`src/rtl/cache_mem_bridge.sv`:
```
// cache_mem_bridge: memory-side responder for the cache line-transfer handshake.
// Serialises a dirty-line write-back, or a line refill, into 32-bit word beats
// on a req/ack memory port. It pulses save_ready when a write-back completes.
// It pulses load_enable, with write_load_data valid, when a refill completes.
//
// Optional build macro: CACHE_BRIDGE_CRITICAL_WORD_FIRST_EN
//   defined   -> a refill starts at the word addressed by refill_addr and wraps
//                within the line; every word still lands in its own line slot.
//   undefined -> a refill always starts at word 0.
//
// LINE_BYTES must be a power of two, a multiple of 4, and at least 8.

module cache_mem_bridge #(
  parameter int LINE_BYTES = 16,
  parameter int ADDR_W     = 32
) (
  input  logic                    clk,
  input  logic                    rst_n,
  input  logic                    save_data,
  input  logic [ADDR_W-1:0]       wb_addr,
  input  logic [LINE_BYTES*8-1:0] write_back_data,
  output logic                    save_ready,
  input  logic                    refill_req,
  input  logic [ADDR_W-1:0]       refill_addr,
  output logic [LINE_BYTES*8-1:0] write_load_data,
  output logic                    load_enable,
  output logic                    busy,
  output logic                    mem_req,
  output logic                    mem_we,
  output logic [ADDR_W-1:0]       mem_addr,
  output logic [31:0]             mem_wdata,
  input  logic [31:0]             mem_rdata,
  input  logic                    mem_ack
);

  localparam int NW = LINE_BYTES / 4;   // words per line
  localparam int OB = $clog2(LINE_BYTES); // line offset bits
  localparam int CW = $clog2(NW);         // beat counter width

  typedef enum logic [2:0] {
    S_IDLE,
    S_WB,
    S_WB_DONE,
    S_RF,
    S_RF_DONE
  } state_t;

  state_t                state_q;
  state_t                state_d;
  logic [CW-1:0]         cnt_q;
  logic [ADDR_W-1:0]     base_q;
  logic [NW-1:0][31:0]   line_q;       // write-back source / refill assembly
  logic [NW-1:0][31:0]   line_merged;  // line_q with the current read beat inserted
  logic [NW-1:0][31:0]   load_q;       // last completed refill line
  logic [CW-1:0]         word_idx;     // line slot addressed by the current beat
  logic                  last_beat;
  logic                  unused_addr_bits;

`ifdef CACHE_BRIDGE_CRITICAL_WORD_FIRST_EN
  logic [CW-1:0]         start_q;      // critical word of the refill in progress
  logic [CW:0]           word_sum;

  // Refill beats rotate from the critical word, wrapping inside the line.
  always_comb begin
    word_sum = {1'b0, start_q} + {1'b0, cnt_q};
    if (state_q == S_RF) begin
      if (word_sum >= (CW+1)'(NW)) word_idx = CW'(word_sum - (CW+1)'(NW));
      else                         word_idx = word_sum[CW-1:0];
    end else begin
      word_idx = cnt_q;
    end
  end

  assign unused_addr_bits = ^{wb_addr[OB-1:0], refill_addr[1:0]};
`else
  assign word_idx         = cnt_q;
  assign unused_addr_bits = ^{wb_addr[OB-1:0], refill_addr[OB-1:0]};
`endif

  assign last_beat       = (cnt_q == CW'(NW - 1));
  assign write_load_data = load_q;

  // Insert the returning read word into its own slot of the line.
  always_comb begin
    line_merged           = line_q;
    line_merged[word_idx] = mem_rdata;
  end

  // State register.
  always_ff @(posedge clk) begin
    // NOTE: state is updated with non-blocking assignments, so every process
    // reading state_q sees the pre-edge value regardless of evaluation order.
    if (!rst_n) state_q <= S_IDLE;
    else        state_q <= state_d;
  end

  // Next-state decode and per-state memory port / handshake outputs.
  always_comb begin
    // NOTE: every output receives a default before the case statement, so no
    // path through the block leaves one unassigned and no latch is inferred.
    state_d     = state_q;
    busy        = (state_q != S_IDLE);
    mem_req     = 1'b0;
    mem_we      = 1'b0;
    mem_addr    = '0;
    mem_wdata   = '0;
    save_ready  = 1'b0;
    load_enable = 1'b0;
    unique case (state_q)
      S_IDLE: begin
        if (save_data)       state_d = S_WB;
        else if (refill_req) state_d = S_RF;
      end
      S_WB: begin
        mem_req   = 1'b1;
        mem_we    = 1'b1;
        mem_addr  = base_q + ADDR_W'({word_idx, 2'b00});
        mem_wdata = line_q[cnt_q];
        if (mem_ack && last_beat) state_d = S_WB_DONE;
      end
      S_WB_DONE: begin
        save_ready = 1'b1;
        state_d    = S_IDLE;
      end
      S_RF: begin
        mem_req  = 1'b1;
        mem_addr = base_q + ADDR_W'({word_idx, 2'b00});
        if (mem_ack && last_beat) state_d = S_RF_DONE;
      end
      S_RF_DONE: begin
        load_enable = 1'b1;
        state_d     = S_IDLE;
      end
      default: state_d = S_IDLE;
    endcase
  end

  // Request capture in IDLE, beat counting, and refill line assembly.
  always_ff @(posedge clk) begin
    if (!rst_n) begin
      // NOTE: the line buffers are flops, not RAM, and are cleared on reset so
      // a refill abandoned by reset can never leak a partial line.
      cnt_q   <= '0;
      base_q  <= '0;
      line_q  <= '0;
      load_q  <= '0;
`ifdef CACHE_BRIDGE_CRITICAL_WORD_FIRST_EN
      start_q <= '0;
`endif
    end else begin
      unique case (state_q)
        S_IDLE: begin
          cnt_q <= '0;
          if (save_data) begin
            base_q <= {wb_addr[ADDR_W-1:OB], {OB{1'b0}}};
            line_q <= write_back_data;
          end else if (refill_req) begin
            base_q  <= {refill_addr[ADDR_W-1:OB], {OB{1'b0}}};
            line_q  <= '0;
`ifdef CACHE_BRIDGE_CRITICAL_WORD_FIRST_EN
            start_q <= refill_addr[OB-1:2];
`endif
          end
        end
        S_WB: begin
          if (mem_ack && !last_beat) cnt_q <= cnt_q + 1'b1;
        end
        S_RF: begin
          if (mem_ack) begin
            line_q <= line_merged;
            if (last_beat) load_q <= line_merged;
            else           cnt_q  <= cnt_q + 1'b1;
          end
        end
        default: ;
      endcase
    end
  end

endmodule
```
`config.mk`:
```
export PLATFORM = sky130hd
export DESIGN_NAME = cache_mem_bridge
export DESIGN_NICKNAME = d
export VERILOG_FILES = /design/src/rtl/cache_mem_bridge.sv
export SDC_FILE = /design/constraint.sdc
export NUM_CORES = 1
export LEC_CHECK = 0
export BUFFER_PORTS_ARGS = -buffer_cell sky130_fd_sc_hd__buf_2
export CORE_MARGIN = 1
export CORE_UTILIZATION = 25
export CTS_BUF_LIST = sky130_fd_sc_hd__clkbuf_16
export CTS_CLUSTER_DIAMETER = 30
export DETAILED_ROUTE_END_ITERATION = 10
export MAX_ROUTING_LAYER = met4
export SLEW_MARGIN = 20
export SYNTH_ARGS = -nofsm -noshare
export SYNTH_HDL_FRONTEND = slang
export SYNTH_SLANG_ARGS = --single-unit
```
`constraint.sdc`:
```
create_clock -name clk -period 2.25 [get_ports clk]
set_clock_uncertainty 0.15 [all_clocks]
set_input_delay 0.225 -clock clk [delete_from_list [all_inputs] [get_ports clk]]
set_output_delay 0.225 -clock clk [all_outputs]
set_load 0.02 [all_outputs]
```
==> metrics.txt <==
Worst Hold Class primary input to flop; CTS Buffer Depth 3; final setup fails 32; Worst-Skew Late Latency 0.59 ns; first-pass GRT wire length 91,700 um; final antenna-violating net count 0; CTS tree done; via count 15,431; multiplexer area fraction after synthesis 15.9%; GRT overflow 0; nets 2,459; highest clock rate 407 MHz; most frequent cells in the layout buf_2, nor2_1, dfxtp_1, dlygate4sd3_1, mux2i_1; Worst EP required 1.88 ns; Mapped Area 14,400 um^2; Hold Crit Depth 4; wire length per cell 19.7 um; worst reg-to-reg path cell count 8; worst hold slack 0.117 ns; chip width 242 um; Initial DRC Count 1,113; initial core utilization 25.4%; Post-Layout Cell Count 3,052; max incr delay on CP 0.51 ns; Syn-to-layout area delta 61.1%; Syn. warnings 0; Post-synth EDFFs 0; count of input and output buffers 415; compound-cell area share of the yosys netlist 22.8%; layout cell share with drive strength beyond 1 33.7%; critical-path maximum fanout 8; Max H-tree Level 3; post-DP HPWL 38,800 um; Final Hold Viols 0; Mapped Cells 1,599; RSZ-0062 raised after global routing yes; TritonCTS Buffers 80; CTS sink count 289; crit path cell chain buf_12 > mux4_2 > and3_4 > buf_6; Seq cells post-synth 289; Via density 5.06; max-slew violations 0; DRC violations left 0; vias in the first global route 15,863; Yosys cell types 38; Final min period 2.46 ns; total track usage 20.6%; CP startpoint kind flop; Setup WS post-layout -0.207 ns; DP Worst Slack 0.126 ns; initial antenna violation count 4; Worst-path clk slew 0.05 ns; run status finished, violations left; Site Rows 87; worst setup path category flop to output port; slowest CP cell mux4_2; Primary FF master, synth dfxtp_1; critical path endpoint category output port; CP arrival 2.08 ns; total leakage power 9.15 nW; placed cell count 2,672; gp weighted congestion 0.853; largest net degree at the start of global routing 70; Finished Core Util 41.0%; combinational family with the most area after synthesis compound AO/OA/AOI/OAI gates; synthesized area per cell 9.00 um^2; TritonRoute pass-1 iters 5; failing checks negative setup slack; DIE AREA 58,500 um^2; VDD IR max 0.581 mV; Die Height 242 um; WL final 60,100 um; Pwr Density 876 nW/um^2; commonest non-fill, non-tap cell in the layout buf_2; total core area 56,600 um^2; Adder-Cell Fraction of Synth Area 0.348%; Final Cycle Share 109%; Setup TNS -5.36 ns; Simple-Gate Fraction of Synth Area 14.5%; sequential fraction of the synthesis area 40.2%; relative slew slack 52.5%; root buffer cell clkbuf_16; slew at the pin with the worst max-slew slack 0.712 ns; xor and xnor fraction of the mapped netlist area 0%; Async SR Flop Fraction 0%; max-cap violations 0; I/O Pins 426
## flip-flops by register name, indices dropped and copies added (netlist names)
signal and count:
line_q 128, cnt_q 2, state_q 3, base_q 28, write_load_data 128
## per-stage QoR
step           total power, mW  instance area, um^2
5_1_grt                   21.1                23200
3_5_place_dp              8.43                17700
4_1_cts                   20.4                23100
3_3_place_gp              8.36                17700
2_1_floorplan             7.39                14400
6_report                  20.3                23200
## cells by family after synthesis
family / Yosys count
fa+ha+maj: 4
buf+inv: 192
compound gates: 423
simple gates: 501
flops: 289
other cells: 1
mux: 189
## path summary, 6_finish.rpt
| check | end | slack (ns) | startpoint |
|---|---|---|---|
| setup / recovery | mem_wdata[7] | -0.21 | cnt_q[1] |
| hold / removal | line_q[126] | 0.12 | save_data |
| setup reg to reg | line_q[39] | 0.11 | cnt_q[1] |
| hold reg to reg | write_load_data[127] | 0.30 | write_load_data[127] |
## report_power, final
part	total [mW]	switching [mW]	internal, mW
clock network	11.5	3.44	8.02
registers	5.78	0.270	5.51
logic	3.08	1.66	1.42
total	20.3	5.37	14.9
## per-layer routing
layer	GRT usage, %	routed length, um	vias up	part of all wire (%)
met3	3.92	3950	149	6.6
li1	-	-	7197	-
met2	32.6	28700	668	48
met4	8.56	1990	0	3.3
met5	-	0	-	0
met1	25.5	25400	7417	42
## cell usage after synthesis (2+ instances only)
master / n / area [um^2]
a211oi_2: 42 / 526
buf_2: 61 / 305
buf_1: 5 / 18.8
nor2_1: 357 / 1340
and3_1: 32 / 200
mux4_2: 32 / 721
o2bb2ai_1: 32 / 280
ha_1: 4 / 50.1
buf_6: 7 / 78.8
clkbuf_1: 102 / 383
nand3_1: 2 / 10.0
and2_1: 32 / 200
a21oi_1: 38 / 190
mux2i_1: 156 / 1560
a31oi_1: 128 / 801
dfxtp_1: 289 / 5790
a211oi_1: 82 / 616
a221oi_1: 96 / 841
inv_1: 6 / 22.5
buf_4: 10 / 75.1
nand2_1: 67 / 251
nor2b_1: 3 / 18.8
## timing repair
| item | 4_1_cts | 5_1_grt |
|---|---|---|
| hold endpoints to repair | 279 | 0 |
| gates cloned | 2 | 0 |
| buffers inserted | 7 | 2 |
| setup endpoints to repair | 59 | 38 |
| hold buffers | 219 | 0 |
| resized for setup | 88 | 35 |
| pin swaps | 0 | 1 |
## worst max-delay path: cells and delay by family (launching register included)
| family | cells | cell delay [ns] |
|---|---|---|
| buffers and inverters | 2 | 0.32 |
| AND/OR/NAND/NOR | 1 | 0.20 |
| multiplexers | 1 | 0.51 |
| flip-flops | 1 | 0.45 |
## layout make-up
| type | instances | area, um^2 |
|---|---|---|
| Tap cell | 756 | 946 |
| Fill cell | 5412 | 33400 |
| Timing Repair Buffer | 729 | 5620 |
| Clock buffer | 85 | 2130 |
| Sequential cell | 289 | 5800 |
| Inverter | 7 | 33.8 |
| Multi-Input combinational cell | 1119 | 8030 |
| Antenna cell | 4 | 10.0 |
| Clock inverter | 63 | 623 |
Note: power is estimated with default switching activity, not from simulation.
